[config.mk]
export PLATFORM = sky130hd
export DESIGN_NAME = jtframe_spi_dwnld
export DESIGN_NICKNAME = d
export VERILOG_FILES = /design/src/rtl/jtframe_spi_pkg.sv /design/src/rtl/jtframe_spi_rx.sv /design/src/rtl/jtframe_spi_dwnld.sv
export SDC_FILE = /design/constraint.sdc
export NUM_CORES = 1
export LEC_CHECK = 0
export BUFFER_PORTS_ARGS = -buffer_cell sky130_fd_sc_hd__buf_2
export CORE_AREA = 5 5 97 72
export CTS_CLUSTER_DIAMETER = 50
export DETAILED_ROUTE_END_ITERATION = 7
export DIE_AREA = 0 0 102 77
export GPL_TIMING_DRIVEN = 0
export HOLD_SLACK_MARGIN = 0.03
export PLACE_DENSITY = 0.78
export SLEW_MARGIN = 10
export SYNTH_ARGS = -nofsm -noshare
export SYNTH_HDL_FRONTEND = slang
export SYNTH_SLANG_ARGS = --single-unit
export TNS_END_PERCENT = 1
[constraint.sdc]
create_clock -name clk -period 2.9 [get_ports clk]
set_input_delay 0.435 -clock clk [delete_from_list [all_inputs] [get_ports clk]]
set_output_delay 0.435 -clock clk [all_outputs]
set_load 0.005 [all_outputs]
[src/rtl/jtframe_spi_pkg.sv]
// Shared definitions for the SPI ROM download path: ARM command codes,
// the command FSM state encoding and the command decode helper.
package jtframe_spi_pkg;

    localparam logic [7:0] UIO_FILE_TX     = 8'h53;
    localparam logic [7:0] UIO_FILE_TX_DAT = 8'h54;
    localparam logic [7:0] UIO_FILE_INDEX  = 8'h55;

    typedef enum logic [2:0] {
        IDLE   = 3'd0,
        TX_CTL = 3'd1,
        TX_DAT = 3'd2,
        INDEX  = 3'd3,
        SKIP   = 3'd4
    } state_t;

    // Map the first byte of a frame onto the state that handles the rest of it.
    // Unknown commands park the FSM in SKIP until the frame closes.
    function automatic state_t cmd_decode(input logic [7:0] cmd);
        state_t nxt;
        case (cmd)
            UIO_FILE_TX:     nxt = TX_CTL;
            UIO_FILE_TX_DAT: nxt = TX_DAT;
            UIO_FILE_INDEX:  nxt = INDEX;
            default:         nxt = SKIP;
        endcase
        return nxt;
    endfunction

endpackage

[src/rtl/jtframe_spi_rx.sv]
// SPI mode-0 byte receiver oversampled in clk. Synchronises SCK, SS2 and DI,
// detects SCK rising edges inside a frame and assembles bytes MSB first.
// After reset the receiver stays deaf until SS2 has been seen high, so a
// frame interrupted by reset is ignored to its end.
module jtframe_spi_rx #(
    parameter int SYNC = 2
) (
    input  logic       clk,
    input  logic       rst,
    input  logic       spi_sck,
    input  logic       spi_ss2,
    input  logic       spi_di,
    output logic [7:0] rx_byte,
    output logic       rx_valid,
    output logic       frame_end
);

    logic [SYNC-1:0] sck_sync_r;
    logic [SYNC-1:0] ss2_sync_r;
    logic [SYNC-1:0] di_sync_r;
    logic            sck_d_r;
    logic            ss2_d_r;
    logic            armed_r;
    logic [2:0]      bit_cnt_r;
    logic [6:0]      shift_r;

    logic sck_s;
    logic ss2_s;
    logic di_s;
    logic sck_rise_s;
    logic ss2_rise_s;

    assign sck_s      = sck_sync_r[SYNC-1];
    assign ss2_s      = ss2_sync_r[SYNC-1];
    assign di_s       = di_sync_r[SYNC-1];
    assign sck_rise_s = sck_s & ~sck_d_r & ~ss2_s & armed_r;
    assign ss2_rise_s = ss2_s & ~ss2_d_r;

    // Synchroniser chains for the three asynchronous SPI pins. SS2 resets low
    // so that only a genuine high level on the pin can arm the receiver.
    always_ff @(posedge clk or posedge rst) begin
        if (rst) begin
            sck_sync_r <= '0;
            ss2_sync_r <= '0;
            di_sync_r  <= '0;
            sck_d_r    <= 1'b0;
            ss2_d_r    <= 1'b0;
        end else begin
            sck_sync_r <= {sck_sync_r[SYNC-2:0], spi_sck};
            ss2_sync_r <= {ss2_sync_r[SYNC-2:0], spi_ss2};
            di_sync_r  <= {di_sync_r[SYNC-2:0], spi_di};
            sck_d_r    <= sck_s;
            ss2_d_r    <= ss2_s;
        end
    end

    // Arm once SS2 is seen deasserted; a frame already open at reset is skipped.
    always_ff @(posedge clk or posedge rst) begin
        if (rst) begin
            armed_r <= 1'b0;
        end else if (ss2_s) begin
            armed_r <= 1'b1;
        end
    end

    // Shift in DI on each in-frame SCK rise, emit a byte every 8th edge and
    // drop any partial byte when the frame closes.
    always_ff @(posedge clk or posedge rst) begin
        if (rst) begin
            bit_cnt_r <= 3'd0;
            shift_r   <= 7'd0;
            rx_byte   <= 8'd0;
            rx_valid  <= 1'b0;
            frame_end <= 1'b0;
        end else begin
            rx_valid  <= 1'b0;
            frame_end <= ss2_rise_s;
            if (sck_rise_s) begin
                shift_r <= {shift_r[5:0], di_s};
                if (bit_cnt_r == 3'd7) begin
                    rx_byte   <= {shift_r, di_s};
                    rx_valid  <= 1'b1;
                    bit_cnt_r <= 3'd0;
                end else begin
                    bit_cnt_r <= bit_cnt_r + 3'd1;
                end
            end else if (ss2_rise_s) begin
                bit_cnt_r <= 3'd0;
            end
        end
    end

endmodule

[src/rtl/jtframe_spi_dwnld.sv]
// ROM download slave for the MiST ARM IO controller. Decodes file-transfer
// frames on SPI_SS2 and produces the ioctl byte-write stream.
module jtframe_spi_dwnld
    import jtframe_spi_pkg::*;
#(
    parameter int AW   = 22,
    parameter int SYNC = 2
) (
    input  logic          clk,
    input  logic          rst,
    input  logic          SPI_SCK,
    input  logic          SPI_SS2,
    input  logic          SPI_DI,
    output logic [7:0]    ioctl_index,
    output logic [AW-1:0] ioctl_addr,
    output logic [7:0]    ioctl_data,
    output logic          ioctl_wr,
    output logic          downloading,
    output logic          overflow
);

    localparam logic [AW-1:0] ADDR_MAX = {AW{1'b1}};
    localparam logic [AW-1:0] ADDR_ONE = AW'(1);

    logic [7:0] rx_byte;
    logic       rx_valid;
    logic       frame_end;
    state_t     state_r;
    // Set once the top address has been written; later data bytes overflow.
    logic       full_r;

    jtframe_spi_rx #(
        .SYNC (SYNC)
    ) u_rx (
        .clk       (clk),
        .rst       (rst),
        .spi_sck   (SPI_SCK),
        .spi_ss2   (SPI_SS2),
        .spi_di    (SPI_DI),
        .rx_byte   (rx_byte),
        .rx_valid  (rx_valid),
        .frame_end (frame_end)
    );

    // Command FSM plus address counter. The address advances the clk after each
    // strobe and saturates at the top of the space. A byte completing in the
    // same clk as the frame end is handled first, then the FSM returns to IDLE.
    always_ff @(posedge clk or posedge rst) begin
        if (rst) begin
            state_r     <= IDLE;
            ioctl_index <= 8'd0;
            ioctl_addr  <= '0;
            ioctl_data  <= 8'd0;
            ioctl_wr    <= 1'b0;
            downloading <= 1'b0;
            overflow    <= 1'b0;
            full_r      <= 1'b0;
        end else begin
            ioctl_wr <= 1'b0;
            if (ioctl_wr) begin
                if (ioctl_addr == ADDR_MAX) begin
                    full_r <= 1'b1;
                end else begin
                    ioctl_addr <= ioctl_addr + ADDR_ONE;
                end
            end
            if (rx_valid) begin
                case (state_r)
                    IDLE: begin
                        state_r <= cmd_decode(rx_byte);
                    end
                    TX_CTL: begin
                        if (rx_byte != 8'h00) begin
                            downloading <= 1'b1;
                            ioctl_addr  <= '0;
                            overflow    <= 1'b0;
                            full_r      <= 1'b0;
                        end else begin
                            downloading <= 1'b0;
                        end
                        state_r <= SKIP;
                    end
                    TX_DAT: begin
                        if (downloading) begin
                            if (full_r) begin
                                overflow <= 1'b1;
                            end else begin
                                ioctl_wr   <= 1'b1;
                                ioctl_data <= rx_byte;
                            end
                        end
                    end
                    INDEX: begin
                        ioctl_index <= rx_byte;
                        state_r     <= SKIP;
                    end
                    SKIP: begin
                        state_r <= SKIP;
                    end
                    default: begin
                        state_r <= IDLE;
                    end
                endcase
            end
            if (frame_end) begin
                state_r <= IDLE;
            end
        end
    end

endmodule
# Word-level counts from Yosys, hierarchy flattened

Cells that the tools add are included.

$add $sub $neg: 2
Equality and inequality tests: 13
Multiplexer cells: 28
Bitwise gates (word level): 8
Reduce and logical (&&, ||, !) cells: 12

Operators with widths:

| operator                                               | count |
|---|---|
| 2-to-1 mux 22 bit                                      | 5 |
| equality test 8 x 7 -> 1 bit (second input constant)   | 3 |
| adder 22 x 1 -> 22 bit (second input constant)         | 1 |
| equality test 22 bit (second input constant)           | 1 |
| one-hot mux 3 bit (3 select lines)                     | 2 |
| 2-to-1 mux 1 bit                                       | 15 |
| 2-to-1 mux 3 bit                                       | 5 |
| AND reduction 2 bit                                    | 4 |
| nonzero test 8 bit                                     | 1 |
| equality test 3 x 2 -> 1 bit (second input constant)   | 2 |
| equality test 3 bit (second input constant)            | 2 |
| inequality test 2 bit (second input constant)          | 3 |
| nonzero test 2 bit                                     | 3 |
| AND reduction 5 bit                                    | 1 |
| AND 1 bit                                              | 4 |
| inverter 1 bit                                         | 4 |
| AND reduction 4 bit                                    | 1 |
| adder 3 x 1 -> 3 bit (second input constant)           | 1 |
| equality test 3 x 1 -> 1 bit (second input constant)   | 1 |
| zero test 3 bit                                        | 1 |
| OR reduction 3 bit                                     | 1 |
| inequality test 2 x 1 -> 1 bit (second input constant) | 1 |
| one-hot mux 1 bit (2 select lines)                     | 1 |

Flip-flop bits (word level): 74
Output and inout port bits: 41
Logic and storage cells: 82

# Logic depth before layout (Yosys ltp)

Gate-level depths: netlist of run 1.

Depth after elaboration: 6
Depth in mapped cells: 7
Mapped depth without buffers: 6

# Hierarchy

From an unflattened synthesis of run 1, not the netlist that was laid out.

Cell total of the unflattened synthesis: 292
Area, all modules: 3330.7 um^2

Modules (own cells, without submodules):

| module            | times used | cells an instance | area each (um^2) | seq. area each (um^2) |
|---|---|---|---|---|
| jtframe_spi_dwnld | 1          | 227               | 2264.7           | 1126.1 |
| jtframe_spi_rx    | 1          | 65                | 1066.0           | 725.7 |

# Worst setup path after synthesis of run 1

OpenSTA, ideal clock, no wires.

Kind: reg-to-reg
Start point: register ioctl_addr[8]
End point: register ioctl_addr[19]
Arrival time: 1.722 ns
Path slack: 1.048 ns
Cell stages (with the launch flop): 7
Path buffers: 1
Cells stage by stage: dfrtp_1 > nand3_2 > or4_1 > buf_6 > nor4_4 > xnor2_1 > nor2_2

Cells in the longest elaborated chain, start to end: 6
Elaborated cells between the ends (all ways): 7
Classes of those cells: add/sub: 1; eq/ne: 1; mux: 5

RTL lines:

| what                                                           | line                                             | RTL |
|---|---|---|
| start, declared                                                | jtframe_spi_dwnld.sv:15                          | `output logic [AW-1:0] ioctl_addr,` |
| start signal, assigned                                         | jtframe_spi_dwnld.sv:64                          | `ioctl_addr <= ioctl_addr + ADDR_ONE;` |
| adder 22 x 1 -> 22 bit or equality test 22 bit (tied branches) | jtframe_spi_dwnld.sv:64, jtframe_spi_dwnld.sv:61 |  |
| 2-to-1 mux 22 bit (*)                                          | jtframe_spi_dwnld.sv:61                          | `if (ioctl_addr == ADDR_MAX) begin` |
| 2-to-1 mux 22 bit (*)                                          | jtframe_spi_dwnld.sv:60                          | `if (ioctl_wr) begin` |
| 2-to-1 mux 22 bit                                              | jtframe_spi_dwnld.sv:73                          | `if (rx_byte != 8'h00) begin` |
| 2-to-1 mux 22 bit                                              | jtframe_spi_dwnld.sv:68                          | `case (state_r)` |
| 2-to-1 mux 22 bit (*)                                          | jtframe_spi_dwnld.sv:67                          | `if (rx_valid) begin` |

Every way passes the cells marked *; elsewhere a longest branch is shown, timed or not.
A chain may end at the register's enable or synchronous reset.

# Worst setup path in the final report of run 1

Start point: register ioctl_addr[4]
End point: register ioctl_addr[7]

Same word-level chain as after synthesis.

==> summary.md, run 1 <==
| Metric | Value |
|---|---|
| Status | `finished, final reports clean` |
| Storage cell area | `0.00185 mm²` |
| Gp weighted congestion | `0.819` |
| Final setup fails | `0` |
| Hold Buf Count CTS | `1` |
| Router iterations before antenna repair | `4` |
| Syn. warnings | `0` |
| # DRC | `0` |
| Clk_lat worst skew | `0.35 ns` |
| Top_reg_cell synth | `dfrtp_1` |
| Critical Path End Type | `flop` |
| Vias after detailed routing | `2385` |
| CTS tree | `yes` |
| Worst Max-Slew Pin Slew | `1.08 ns` |
| Die Height | `77 µm` |
| Port Buffers | `45` |
| Slew Limit Fails | `0` |
| DR iter-0 viols | `162` |
| Num CTS Buffers | `9` |
| CTS Root Cell | `clkbuf_8` |
| Max-slew headroom | `27.7%` |
| Total power draw | `0.00206 W` |
| Post-synthesis cell type count | `47` |
| ANT cells | `0` |
| GRT Total Usage | `18.5%` |
| Post-synth EDFFs | `0` |
| PD cells | `537 mW/mm²` |
| Max Root-Sink Buffers | `2` |
| VDD IR max | `308 µV` |
| RSZ-0062 raised after global routing | `false` |
| Core area | `0.00598 mm²` |
| GRT overflow | `0` |
| Routed WL | `6.66 mm` |
| Pin count of the biggest net entering global routing | `62` |
| #FFs+latches synth | `74` |
| Setup crit start kind | `flop` |
| Sequential-to-total area share from yosys stat | `56.8%` |
| Syn avg cell area | `11.2 µm²` |
| Worst hold path type | `in -> reg` |
| Cells after synthesis | `291` |
| Rows | `24` |
| Min cycle time layout | `2.25 ns` |
| Antenna Nets Post-Route | `0` |
| Layout Nets | `357` |
| First-pass GRT wire length | `11.4 mm` |
| Post-cts sizing count | `0` |
| Final Hold Fails | `0` |
| Total Die Area | `0.00785 mm²` |
| Clk sinks | `74` |
| Hpwl dp | `4.79 mm` |
| Leakage power | `1.91 nW` |
| Vias in the first global route | `2350` |
| Max Cap Viol | `0` |
| Initial Util | `54.5%` |
| Synth-to-Final Area Change | `17.8%` |
| Critical Path Fanout Max | `7` |
| Clk pin slew, worst setup/hold paths | `0.07 ns` |
| Crit Path Class | `reg -> reg` |
| CP required | `3.11 ns` |
| Fin Setup TNS | `0 ns` |
| Fmax | `0.445 GHz` |
| Util after Layout | `64.2%` |
| Fraction of layout cells with a size suffix above 1 | `28.0%` |
| Multi-input logic area | `0.00133 mm²` |
| Via density per instance | `5.52` |
| Postcts setup bufs | `0` |
| Fillers | `482` |
| H-tree depth | `3` |
| DIE WIDTH | `102 µm` |
| Post-DR wirelength/cell | `15.4 µm` |
| Net Count, Synth | `299` |
| Boundary pin count | `46` |
| Tcrit/Tclk final | `77.5%` |
| Clk_skew | `0.00729 ns` |
| Worst Path Arrival | `2.46 ns` |
| Mapped Area | `0.00326 mm²` |
| Initial antenna violation count | `0` |
| Fraction of registers with async set/reset | `100%` |
-- cells in the mapped netlist, types with 2 or more instances --
library cell / number / share of area (%)
nand2b_1: 5 / 0.96
a21o_1: 2 / 0.46
nor4_1: 5 / 0.96
a311oi_1: 2 / 0.54
dfrtp_1: 74 / 57
nand2_1: 41 / 4.7
or2_2: 3 / 0.58
nor2_1: 26 / 3.0
and2_1: 2 / 0.38
nor4_4: 3 / 2.0
and3_1: 4 / 0.77
a211oi_1: 3 / 0.69
ha_1: 3 / 1.2
nor3_1: 10 / 1.5
a21oi_1: 7 / 1.1
o21ai_0: 4 / 0.61
o2111ai_1: 3 / 0.81
nand3_1: 7 / 1.1
xnor2_1: 11 / 3.0
and4_1: 2 / 0.54
xor2_1: 4 / 1.1
mux2_2: 23 / 7.9
clkbuf_1: 10 / 1.2
inv_1: 5 / 0.58
a31oi_1: 3 / 0.58
nand3b_1: 2 / 0.46
o21a_1: 2 / 0.46
nand4_1: 6 / 1.2
-- flip-flops by register name, indices dropped and copies added (netlist names), 2 cells and up --
name             count
ioctl_index          8
u_rx.shift_r         7
u_rx.di_sync_r       2
ioctl_data           8
u_rx.ss2_sync_r      2
u_rx.sck_sync_r      2
u_rx.bit_cnt_r       3
u_rx.rx_byte         8
ioctl_addr          22
state_r              3
-- metal layers --
metal / global-route usage, % / routed length (µm) / up-vias
met4: 4.85 / 50 / 0
met1: 26.8 / 3180 / 1170
met3: 6.98 / 386 / 7
met5: 0 / 0 / -
met2: 26.3 / 3040 / 64
li1: - / - / 1144
-- logic make-up after synthesis --
family                     Yosys count  synth area share, %
DFF                                 74                 56.8
AOI/OAI and AO/OA                   30                 6.26
and+or+nand+nor                    127                 21.1
buffers and inverters               18                 2.34
adders and majority gates            3                 1.15
muxes                               24                 8.26
xor gates and xnor gates            15                 4.03
-- through the flow --
stage                     setup slack (ns)  instance area (µm²)  hold WS, ns  std cells
after global placement              -0.241                 3580        0.332        414
after CTS                            0.776                 3840        0.177        432
after floorplan                      0.583                 3260        0.331        291
after detailed placement             0.785                 3610        0.337        415
final                                0.651                 3840        0.189        432
after global routing                 0.620                 3840        0.163        432
-- cell usage in the layout (no fill, tap or decap), drive strengths merged, types with 8 or more instances in the layout --
| cell | n |
|---|---|
| dfrtp | 74 |
| buf | 48 |
| nand2 | 41 |
| nor2 | 27 |
| mux2 | 23 |
| clkbuf | 19 |
| xnor2 | 11 |
| nor3 | 10 |
| nand3 | 8 |
| nor4 | 8 |
-- path summary, 6_finish.rpt --
check                                             start                           end  slack [ns]  depth (start not counted)
min reg2reg                u_rx.sck_sync_r[0]$_DFF_PP0_  u_rx.sck_sync_r[1]$_DFF_PP0_        0.35                          0
max in group asynchronous                           rst        state_r[1]$_DFFE_PP0P_        1.81                          4
max reg2reg                     ioctl_addr[4]$_DFF_PP0_       ioctl_addr[7]$_DFF_PP0_        0.65                          5
min in group asynchronous                           rst      ioctl_addr[16]$_DFF_PP0_        0.55                          3
min                                             SPI_SCK  u_rx.sck_sync_r[0]$_DFF_PP0_        0.19                          1
max                             ioctl_addr[4]$_DFF_PP0_       ioctl_addr[7]$_DFF_PP0_        0.65                          5
-- report_power, final --
| part | switching (W) | internal (W) | leakage, nW |
|---|---|---|---|
| Clock | 0.000384 | 0.000482 | 0.105 |
| Combinational | 0.0000390 | 0.0000417 | 0.811 |
| Sequential | 0.0000331 | 0.00108 | 0.997 |
-- worst max-delay path, cell delays in order, from the launching register on --
cell,delay [ns]
dfrtp_1,0.46
nand4_2,0.22
nor4_1,0.92
a211oi_1,0.21
xnor2_1,0.22
nor2_1,0.07
-- final cells by class --
type / instances / area share (%)
Inverter: 6 / 0.652
Tap cell: 78 / 2.54
Buffer: 12 / 1.40
Clock inverter: 7 / 2.44
Clock buffer: 9 / 3.23
Timing Repair Buffer: 47 / 6.84
Multi-Input combinational cell: 199 / 34.6
Sequential cell: 74 / 48.2
(Power assumes the default switching activity.)
==> run 2: changes to the inputs <==
--- a/config.mk
+++ b/config.mk
@@ -5,11 +5,12 @@
 export SDC_FILE = /design/constraint.sdc
 export NUM_CORES = 1
 export LEC_CHECK = 0
+export ABC_AREA = 1
 export BUFFER_PORTS_ARGS = -buffer_cell sky130_fd_sc_hd__buf_2
-export CORE_AREA = 5 5 97 72
+export CORE_AREA = 5 5 101 74
 export CTS_CLUSTER_DIAMETER = 50
 export DETAILED_ROUTE_END_ITERATION = 7
-export DIE_AREA = 0 0 102 77
+export DIE_AREA = 0 0 106 79
 export GPL_TIMING_DRIVEN = 0
 export HOLD_SLACK_MARGIN = 0.03
 export PLACE_DENSITY = 0.78
==> constraint.sdc (replaced) <==
create_clock -name clk -period 2.1 [get_ports clk]
set_input_delay 0.315 -clock clk [delete_from_list [all_inputs] [get_ports clk]]
set_output_delay 0.315 -clock clk [all_outputs]
set_load 0.005 [all_outputs]
==> run 2 against run 1 <==
Count of clock-buffer cells in the layout grew 2; critical path depth grew 4; die area grew 6.6%; register-to-register slack lost 0.35 ns; sequential share of layout area shrank 3.2 points; fmax grew 25%; clock skew is essentially flat; combinational power grew 40%; cell area grew 7.1%; synthesized cell count grew 49%; via count grew 30%.
==> summary.md, run 2 <==
| Metric | Value |
|---|---|
| Pin count of the biggest net entering global routing | `33` |
| Syn. warnings | `0` |
| Core area | `0.00651 mm²` |
| Initial antenna violation count | `0` |
| Antenna Nets Post-Route | `0` |
| Hpwl dp | `5.98 mm` |
| Largest area contributor in the netlist | `dfrtp_1` |
| Clk sinks | `74` |
| Max Cap Viol | `0` |
| Final setup fails | `0` |
| Worst hold path type | `in -> reg` |
| #FFs+latches synth | `74` |
| Rows | `25` |
| First-pass GRT wire length | `14.2 mm` |
| # DRC | `0` |
| ANT cells | `0` |
| Fillers | `550` |
| GRT Total Usage | `21.5%` |
| Area contributors post-synth | `dfrtp_1 (52%), nand2_1 (13%), o21ai_0 (5.5%), inv_1 (5.4%), nor2_1 (4.8%)` |
| Boundary pin count | `46` |
| Postcts setup bufs | `0` |
| Top cell type's share of synthesized area | `52.4%` |
| Fraction of layout cells with a size suffix above 1 | `19.0%` |
| Storage cell area | `0.00185 mm²` |
| Initial Util | `54.3%` |
| Setup crit start kind | `flop` |
| Max reg flops | `22` |
| Largest Register | `ioctl_addr` |
| Clk_lat worst skew | `0.35 ns` |
| Status | `finished, final reports clean` |
| Layout Nets | `500` |
| Worst Path Buf+Inv | `1` |
| Final Hold Fails | `0` |
| Vias in the first global route | `2975` |
| Die Height | `79 µm` |
| Critical Path End Type | `flop` |
| Min cycle time layout | `1.79 ns` |
| Crit-path slowest cell | `dfrtp_1` |
| Mapped Area | `0.00354 mm²` |
| Critical path's top delay family | `simple AND/OR/NAND/NOR gates` |
| Syn avg cell area | `8.17 µm²` |
| Net Count, Synth | `441` |
| Max-slew headroom | `65.5%` |
| Total power draw | `0.00273 W` |
| Num CTS Buffers | `9` |
| Vias after detailed routing | `3096` |
| Fmax | `0.558 GHz` |
| CTS Root Cell | `clkbuf_8` |
| Post-synthesis cell type count | `34` |
| Routed WL | `8.14 mm` |
| DR iter-0 viols | `279` |
| RSZ-0062 raised after global routing | `false` |
| CP required | `2.34 ns` |
| Cells after synthesis | `433` |
| H-tree depth | `3` |
| Most frequent cells in the layout | `nand2_1 (119), dfrtp_1 (74), inv_1 (50)` |
| Port Buffers | `45` |
| Max Root-Sink Buffers | `2` |
| Post-synth EDFFs | `0` |
| Leakage power | `2.07 nW` |
| Synth-to-Final Area Change | `16.2%` |
| VDD IR max | `380 µV` |
| GRT overflow | `0` |
| Clk_skew | `0.00722 ns` |
| Multi-input logic area | `0.00143 mm²` |
| Router iterations before antenna repair | `6` |
| CTS tree | `yes` |
| Critical Path Fanout Max | `10` |
| CP cell instances | `ha_1 -> nand2_1 -> nor2_4 -> nand2_4 -> nor2_8 -> nand3_4 -> buf_6 -> a21oi_1 -> nor2_1` |
| DIE WIDTH | `106 µm` |
| Top_reg_cell synth | `dfrtp_1` |
| Tcrit/Tclk final | `85.4%` |
| Post-cts sizing count | `0` |
| Largest stage delay on the critical path | `0.43 ns` |
| Slew Limit Fails | `0` |
| Top post-synthesis cells by count | `nand2_1 (119), dfrtp_1 (74), inv_1 (51)` |
| Crit Path Class | `reg -> reg` |
| PD cells | `664 mW/mm²` |
| Fin Setup TNS | `0 ns` |
| Post-DR wirelength/cell | `14.1 µm` |
| Sequential-to-total area share from yosys stat | `52.4%` |
| Worst Path Arrival | `2.04 ns` |
| Worst Max-Slew Pin Slew | `0.518 ns` |
| Fraction of registers with async set/reset | `100%` |
| Commonest non-fill, non-tap cell in the layout | `nand2_1` |
| Via density per instance | `5.37` |
| Most common cell in the netlist | `nand2_1` |
| Clk pin slew, worst setup/hold paths | `0.08 ns` |
| Total Die Area | `0.00837 mm²` |
| Gp weighted congestion | `0.914` |
run 2: repair_timing:
item                                    in CTS  in global routing
endpoints found under the setup margin       0                  0
hold buffers                                 1                  0
hold endpoints to repair                    15                  0
run 2: metrics by stage:
| step | cell area [µm²] | std cells | setup slack (ns) | utilization, % | hold slack [ns] |
|---|---|---|---|---|---|
| floorplan | 3540 | 433 | 0.544 | - | 0.331 |
| global placement | 3870 | 559 | 0.408 | 59.4 | 0.333 |
| detailed placement | 3910 | 561 | 0.344 | 60.0 | 0.336 |
| CTS | 4110 | 577 | 0.336 | 63.2 | 0.0554 |
| global route | 4110 | 577 | 0.165 | 63.2 | 0.0529 |
| finish | 4110 | 577 | 0.306 | 63.2 | 0.0622 |
run 2: where the power goes:
group          internal (W)  switching, W  leakage (nW)
clock network      0.000577      0.000526        0.0994
logic             0.0000424     0.0000704         0.969
registers           0.00148     0.0000346          1.00
run 2: final cells by class:
cell class              count  area share [%]
flip-flops and latches     74            45.1
multi-input cells         294            34.8
repair buffers             48            6.70
inverters                  56            5.21
clock buffers              11            3.44
well taps                  81            2.47
clock inverters             4            1.28
plain buffers               9            1.10
run 2: metal layers:
| layer | GRT usage, % | routed length, µm | vias up |
|---|---|---|---|
| met5 | 0 | 0 | - |
| met4 | 7.24 | 120 | 0 |
| met3 | 4.47 | 611 | 12 |
| met2 | 33.0 | 3610 | 117 |
| met1 | 30.6 | 3800 | 1465 |
| li1 | - | - | 1502 |
run 2: path summary, 6_finish.rpt:
kind	from	end	slack [ns]	cells past startpoint
worst min-delay path	SPI_DI	u_rx.di_sync_r[0]$_DFF_PP0_	0.06	1
worst max-delay path	ioctl_addr[0]$_DFF_PP0_	ioctl_addr[15]$_DFF_PP0_	0.31	9
worst min register to register	u_rx.ss2_sync_r[0]$_DFF_PP0_	u_rx.ss2_sync_r[1]$_DFF_PP0_	0.36	0
worst max register to register	ioctl_addr[0]$_DFF_PP0_	ioctl_addr[15]$_DFF_PP0_	0.31	9
min in group asynchronous	rst	ioctl_addr[4]$_DFF_PP0_	0.51	3
max in group asynchronous	rst	u_rx.armed_r$_DFFE_PP0P_	1.10	4
run 2: kinds of logic (layout without fill, tap and decap cells):
kind of cell / Yosys count / in the layout / synth area share, %
adder cells (fa/ha/maj): 3 / 3 / 1.06
AND/OR/NAND/NOR: 233 / 233 / 30.6
XOR/XNOR: 2 / 2 / 0.495
buffers and inverters: 65 / 128 / 7.22
AO/OA/AOI/OAI: 56 / 56 / 8.21
flip-flops: 74 / 74 / 52.4
run 2: worst reg2reg max path, delay by kind of cell, from the launching register on:
kind            cells  cell delay [ns]
compound gates      1             0.16
flops               1             0.43
fa+ha+maj           1             0.22
simple gates        6             0.69
buf+inv             1             0.18
